File: src/rtl/garegga_gfx_arb_pkg.sv
// Shared types and constants for the graphics-bank round-robin arbiter.
package garegga_gfx_arb_pkg;

    typedef enum logic [1:0] {
        ST_IDLE = 2'd0,
        ST_REQ  = 2'd1,
        ST_DATA = 2'd2
    } arb_state_e;

    localparam int NREQ_DEF = 4;
    localparam int AW_DEF   = 22;

    localparam int REQ_OBJ  = 0;
    localparam int REQ_SCR0 = 1;
    localparam int REQ_SCR1 = 2;
    localparam int REQ_SCR2 = 3;

endpackage

File: src/rtl/garegga_gfx_arbiter_rr_pick.sv
// Combinational round-robin picker: first pending index at or after rr_ptr,
// wrapping modulo NREQ.
module garegga_rr_pick #(
    parameter int NREQ = 4,
    parameter int IW   = 2
) (
    input  logic [NREQ-1:0] pending,
    input  logic [IW-1:0]   rr_ptr,
    output logic            any,
    output logic [IW-1:0]   win
);

    // Scan from the far end back toward rr_ptr so the closest hit is kept last.
    always_comb begin
        int          idx;
        logic [IW-1:0] cand;
        any  = 1'b0;
        win  = rr_ptr;
        idx  = 0;
        cand = '0;
        for (int k = NREQ - 1; k >= 0; k--) begin
            idx = int'(rr_ptr) + k;
            if (idx >= NREQ) begin
                idx = idx - NREQ;
            end
            cand = IW'(idx);
            if (pending[cand]) begin
                any = 1'b1;
                win = cand;
            end
        end
    end

endmodule

File: src/rtl/garegga_gfx_arbiter.sv
// Round-robin arbiter sharing one SDRAM bank read port among the GP9001
// graphics ROM requesters; assembles two 16-bit beats into a 32-bit word
// per requester.
// Build option: GARE_GFX_ARB_CACHE_EN keeps a requester's result valid while
// its CS is low, so a re-assert with the same address hits without a fetch.
//
// state   | meaning
// --------+-------------------------------------------------
// ST_IDLE | arbitrate among pending requesters
// ST_REQ  | BA_RD high with the latched address, waiting ACK
// ST_DATA | collecting the low beat, committing on BA_RDY
module garegga_gfx_arbiter
    import garegga_gfx_arb_pkg::*;
#(
    parameter int NREQ = NREQ_DEF,
    parameter int AW   = AW_DEF
) (
    input  logic              CLK,
    input  logic              RESET,
    input  logic [NREQ-1:0]   REQ_CS,
    input  logic [NREQ*AW-1:0] REQ_ADDR,
    output logic [NREQ-1:0]   REQ_OK,
    output logic [NREQ*32-1:0] REQ_DOUT,
    output logic [AW-1:0]     BA_ADDR,
    output logic              BA_RD,
    input  logic              BA_ACK,
    input  logic              BA_DOK,
    input  logic              BA_RDY,
    input  logic [15:0]       DATA_READ
);

    localparam int IW = (NREQ > 1) ? $clog2(NREQ) : 1;

    arb_state_e     state_q, state_d;
    logic [IW-1:0]  win_q, win_d;
    logic [IW-1:0]  rr_ptr_q, rr_ptr_d;
    logic [AW-1:0]  addr_q, addr_d;
    logic           ba_rd_q, ba_rd_d;
    logic           beat_q, beat_d;
    logic [15:0]    lo_q, lo_d;
    logic [NREQ-1:0] valid_q, valid_d;
    logic [AW-1:0]  last_addr_q [NREQ];
    logic [AW-1:0]  last_addr_d [NREQ];
    logic [31:0]    dout_q [NREQ];
    logic [31:0]    dout_d [NREQ];

    logic [AW-1:0]  req_addr_a [NREQ];
    logic [NREQ-1:0] req_ok;
    logic [NREQ-1:0] pending;
    logic           pick_any;
    logic [IW-1:0]  pick_win;

    for (genvar gi = 0; gi < NREQ; gi++) begin : g_slot
        assign req_addr_a[gi]          = REQ_ADDR[gi*AW +: AW];
        assign req_ok[gi]              = REQ_CS[gi] & valid_q[gi] &
                                         (req_addr_a[gi] == last_addr_q[gi]);
        assign REQ_DOUT[gi*32 +: 32]   = dout_q[gi];
    end

    assign REQ_OK  = req_ok;
    assign pending = REQ_CS & ~req_ok;
    assign BA_RD   = ba_rd_q;
    assign BA_ADDR = addr_q;

    garegga_rr_pick #(
        .NREQ (NREQ),
        .IW   (IW)
    ) u_pick (
        .pending (pending),
        .rr_ptr  (rr_ptr_q),
        .any     (pick_any),
        .win     (pick_win)
    );

    // Next-state logic for the arbitration FSM and per-requester result slots.
    always_comb begin
        state_d     = state_q;
        win_d       = win_q;
        rr_ptr_d    = rr_ptr_q;
        addr_d      = addr_q;
        ba_rd_d     = ba_rd_q;
        beat_d      = beat_q;
        lo_d        = lo_q;
        valid_d     = valid_q;
        last_addr_d = last_addr_q;
        dout_d      = dout_q;
`ifndef GARE_GFX_ARB_CACHE_EN
        // Without the cache every CS drop forgets the slot.
        valid_d     = valid_q & REQ_CS;
`endif
        unique case (state_q)
            ST_IDLE: begin
                beat_d = 1'b0;
                if (pick_any) begin
                    win_d   = pick_win;
                    addr_d  = req_addr_a[pick_win];
                    ba_rd_d = 1'b1;
                    state_d = ST_REQ;
                end
            end
            ST_REQ: begin
                if (BA_ACK) begin
                    ba_rd_d = 1'b0;
                    state_d = ST_DATA;
                end
            end
            ST_DATA: begin
                if (BA_RDY) begin
                    dout_d[win_q]      = {DATA_READ, lo_q};
                    last_addr_d[win_q] = addr_q;
`ifdef GARE_GFX_ARB_CACHE_EN
                    valid_d[win_q]     = 1'b1;
`else
                    // A requester that dropped CS mid-fetch gets the data but no valid.
                    valid_d[win_q]     = REQ_CS[win_q];
`endif
                    rr_ptr_d = (win_q == IW'(NREQ - 1)) ? '0 : win_q + 1'b1;
                    state_d  = ST_IDLE;
                end else if (BA_DOK && !beat_q) begin
                    lo_d   = DATA_READ;
                    beat_d = 1'b1;
                end
            end
            default: begin
                ba_rd_d = 1'b0;
                state_d = ST_IDLE;
            end
        endcase
    end

    // State registers; reset drops any in-flight burst.
    always_ff @(posedge CLK or posedge RESET) begin
        if (RESET) begin
            state_q  <= ST_IDLE;
            win_q    <= '0;
            rr_ptr_q <= '0;
            addr_q   <= '0;
            ba_rd_q  <= 1'b0;
            beat_q   <= 1'b0;
            lo_q     <= '0;
            valid_q  <= '0;
            for (int i = 0; i < NREQ; i++) begin
                last_addr_q[i] <= '0;
                dout_q[i]      <= '0;
            end
        end else begin
            state_q     <= state_d;
            win_q       <= win_d;
            rr_ptr_q    <= rr_ptr_d;
            addr_q      <= addr_d;
            ba_rd_q     <= ba_rd_d;
            beat_q      <= beat_d;
            lo_q        <= lo_d;
            valid_q     <= valid_d;
            last_addr_q <= last_addr_d;
            dout_q      <= dout_d;
        end
    end

endmodule

File: config.mk
export PLATFORM = sky130hd
export DESIGN_NAME = garegga_gfx_arbiter
export DESIGN_NICKNAME = d
export VERILOG_FILES = /design/src/rtl/garegga_gfx_arb_pkg.sv /design/src/rtl/garegga_gfx_arbiter_rr_pick.sv /design/src/rtl/garegga_gfx_arbiter.sv
export SDC_FILE = /design/constraint.sdc
export NUM_CORES = 1
export LEC_CHECK = 0
export CORE_ASPECT_RATIO = 1.5
export CORE_UTILIZATION = 46
export CTS_CLUSTER_DIAMETER = 100
export DETAILED_ROUTE_END_ITERATION = 8
export PLACE_DENSITY = 0.77
export SKIP_CTS_REPAIR_TIMING = 1
export SLEW_MARGIN = 20
export SYNTH_ARGS = -nofsm -noshare
export SYNTH_HDL_FRONTEND = slang
export SYNTH_SLANG_ARGS = --single-unit
File: constraint.sdc
create_clock -name CLK -period 9.95 [get_ports CLK]
set_clock_uncertainty 0.1 [all_clocks]
set_input_delay 1.99 -clock CLK [delete_from_list [all_inputs] [get_ports CLK]]
set_output_delay 1.99 -clock CLK [all_outputs]
set_load 0.05 [all_outputs]
==> flow_metrics.env <==
export IMPL_status="completed"
export IMPL_grt_max_degree=156
export IMPL_finalCritPeriodShare_pct=66.9
export IMPL_worst_pin_slew_ps=855
export IMPL_firstDrtPassIters=5
export IMPL_diodes=0
export IMPL_path_cells="clkdlybuf4s50_1 > xor2_1 > nor4_1 > nand4_1 > nor4_1 > clkdlybuf4s50_1"
export IMPL_die_w_um=132
export IMPL_finalCriticalPeriod_ps=6650
export IMPL_drtAntennaViolNets=0
export IMPL_synthCells=816
export IMPL_synth_top_area_cell="dfrtp_1"
export IMPL_insertion_delay_ps=520
export IMPL_avgSynthCellArea_sq_um=14.2
export IMPL_reg2reg_slack_ps=6000
export IMPL_die_area_sq_um=25800
export IMPL_dp_cells=1377
export IMPL_grt_pass1_wl_um=48800
export IMPL_stdcell_count=1422
export IMPL_cts_htree_levels=1
export IMPL_fp_dieH_um=196
export IMPL_path_class="primary input to output port"
export IMPL_placed_area_sq_um=14600
export IMPL_wl_um=32000
export IMPL_ys_async_sr_fraction_pct=100
export IMPL_viasPerCell=5.44
export IMPL_ys_types=40
export IMPL_setup_viol=0
export IMPL_swShare_pct=42.0
export IMPL_synthFlopType="dfrtp_1"
export IMPL_timing_fmax_mhz=150
export IMPL_synth_top_area_share_pct=57.4
export IMPL_syn2layout_area_growth_pct=33.4
export IMPL_fin_area_sq_um=15500
export IMPL_start_util_pct=47.2
export IMPL_synth_nets=933
export IMPL_synth_area_leaders="dfrtp_1 57%, mux2_2 23%, xor2_1 3.9%, mux2i_1 3.8%, xnor2_1 2.8%"
export IMPL_hold_viol=0
export IMPL_wl_per_cell_um=22.5
export IMPL_grt_overflow_total=0
export IMPL_grt_util_met1_pct=27.1
export IMPL_io_pins=268
export IMPL_crit_slowest_cell="clkdlybuf4s50_1"
export IMPL_min_path_type="flop to flop"
export IMPL_slowest_delay_ps=870
export IMPL_cap_violations=0
export IMPL_drive_gt1_share_pct=27.1
export IMPL_cts_buffers=25
export IMPL_final_cell_mix="267 x clkdlybuf4s50_1, 266 x dfrtp_1, 234 x mux2_2, 51 x xor2_1, 44 x mux2i_1"
export IMPL_drv_slew=0
export IMPL_io_buffers=267
export IMPL_grt_pass1_vias=8312
export IMPL_grt_busiest_layer="met2"
export IMPL_power_internal_uw=3070
export IMPL_met3_usage_pct=4.91
export IMPL_relSlewSlack_pct=43.0
export IMPL_vdd_ir_drop_max_mv=0.245
export IMPL_cts_sinks=266
export IMPL_rsz0062_at_grt="no"
export IMPL_combPwrFrac_pct=46.2
export IMPL_fin_nets=1197
export IMPL_leakage_uw=0.00716
export IMPL_powerDensity_nw_per_um2=343
export IMPL_tritoncts="done"
export IMPL_clk_pin_slew_ps=70
export IMPL_endpoint_kind="output port"
export IMPL_place_gp_congestion=0.894
export IMPL_root_buffer="clkbuf_16"
export IMPL_antenna_found_initial=0
export IMPL_crit_required_ps=7860
export IMPL_first_iter_violations=424
export IMPL_num_rows=70
export IMPL_final_setup_tns_ps=0
export IMPL_drc_errors=0
export IMPL_synth_edf_count=0
export IMPL_globalRouteMet2Util_pct=45.7
export IMPL_grt_use_total_pct=24.9
export IMPL_ys_ff_latch=266
export IMPL_power_frac_seq_pct=34.8
export IMPL_worstPathArrival_ps=4560
export IMPL_p_clk_share_pct=19.1
export IMPL_clockBufferDepth=3
export IMPL_switching_power_uw=2230
export IMPL_layout_commonest_cell="clkdlybuf4s50_1"
export IMPL_seq_area_frac_synth_pct=57.4
export IMPL_syn_cell_area_sq_um=11600
export IMPL_num_vias=7740
export IMPL_start_kind="primary input"
export IMPL_cp_max_fo=2
export IMPL_hpwl_um=22400
export IMPL_yosys_warnings=0
export IMPL_core_sq_um=24500
## synthesized netlist by cell type, types with 4 or more instances
cell / number
and2_1: 4
buf_6: 5
clkbuf_1: 32
dfrtp_1: 266
ha_1: 4
inv_1: 6
mux2_2: 234
mux2i_1: 44
nand2_1: 39
nand3_1: 4
nand4_1: 14
nor2_1: 5
nor3_1: 5
nor4_1: 12
o21ai_0: 8
o221ai_1: 22
xnor2_1: 37
xor2_1: 51
## sequential cells by signal, indices dropped and copies added (netlist names), 2 cells and up
name	flops
last_addr_q	88
rr_ptr_q	2
state_q	2
win_q	2
valid_q	4
REQ_DOUT	128
BA_ADDR	22
lo_q	16
## kinds of logic after synthesis
group	count (synthesis)	synth area share [%]
xor+xnor	88	6.65
simple gates	90	3.84
fa+ha+maj	4	0.432
mux	279	26.7
flops	266	57.4
compound gates	44	3.09
buf+inv	45	1.80
## layout make-up
cell class	instances	area, sq um
fillers	1897	9070
flip-flops and latches	266	6660
multi-input cells	505	4730
repair buffers	276	2750
clock buffers	31	698
well taps	324	405
clock inverters	14	179
inverters	6	30.0
## worst max-delay path: cells and delay by family
kind | cells | cell delay (ps)
xor gates and xnor gates | 1 | 160
buffers and inverters | 2 | 1300
and+or+nand+nor | 3 | 1110
## worst paths after layout
kind,end,depth (start not counted),from
max,REQ_OK[0],6,REQ_ADDR[6]
min reg2reg,REQ_DOUT[66],1,REQ_DOUT[66]
min in group asynchronous,REQ_DOUT[127],2,RESET
min,REQ_DOUT[66],1,REQ_DOUT[66]
max reg2reg,BA_ADDR[9],10,last_addr_q[46]
max in group asynchronous,BA_ADDR[3],3,RESET
## power groups by stage
stage	Combinational [uW]	Sequential (uW)	Clock [uW]
6_report	2450	1840	1010
2_1_floorplan	775	2650	0
4_1_cts	2460	1840	1030
5_1_grt	2540	1900	1080
3_5_place_dp	2450	1860	0
3_3_place_gp	2420	1840	0
## stage by stage
| step | hold WS (ps) | setup WS (ps) | total power (uW) | util (%) |
|---|---|---|---|---|
| 2_1_floorplan | 366 | 535 | 3420 | - |
| 3_3_place_gp | 387 | 3250 | 4250 | 59.4 |
| 3_5_place_dp | 392 | 3270 | 4310 | 59.4 |
| 4_1_cts | 406 | 3270 | 5340 | 63.0 |
| 5_1_grt | 414 | 3150 | 5520 | 63.0 |
| 6_report | 403 | 3300 | 5300 | 63.0 |
## per-layer routing
| layer | vias up | wire length (um) |
|---|---|---|
| met2 | 294 | 17100 |
| met3 | 71 | 1990 |
| met5 | - | 0 |
| met1 | 3925 | 11300 |
| li1 | 3450 | - |
| met4 | 0 | 1640 |
No activity file was read; power rests on OpenSTA's default activity.
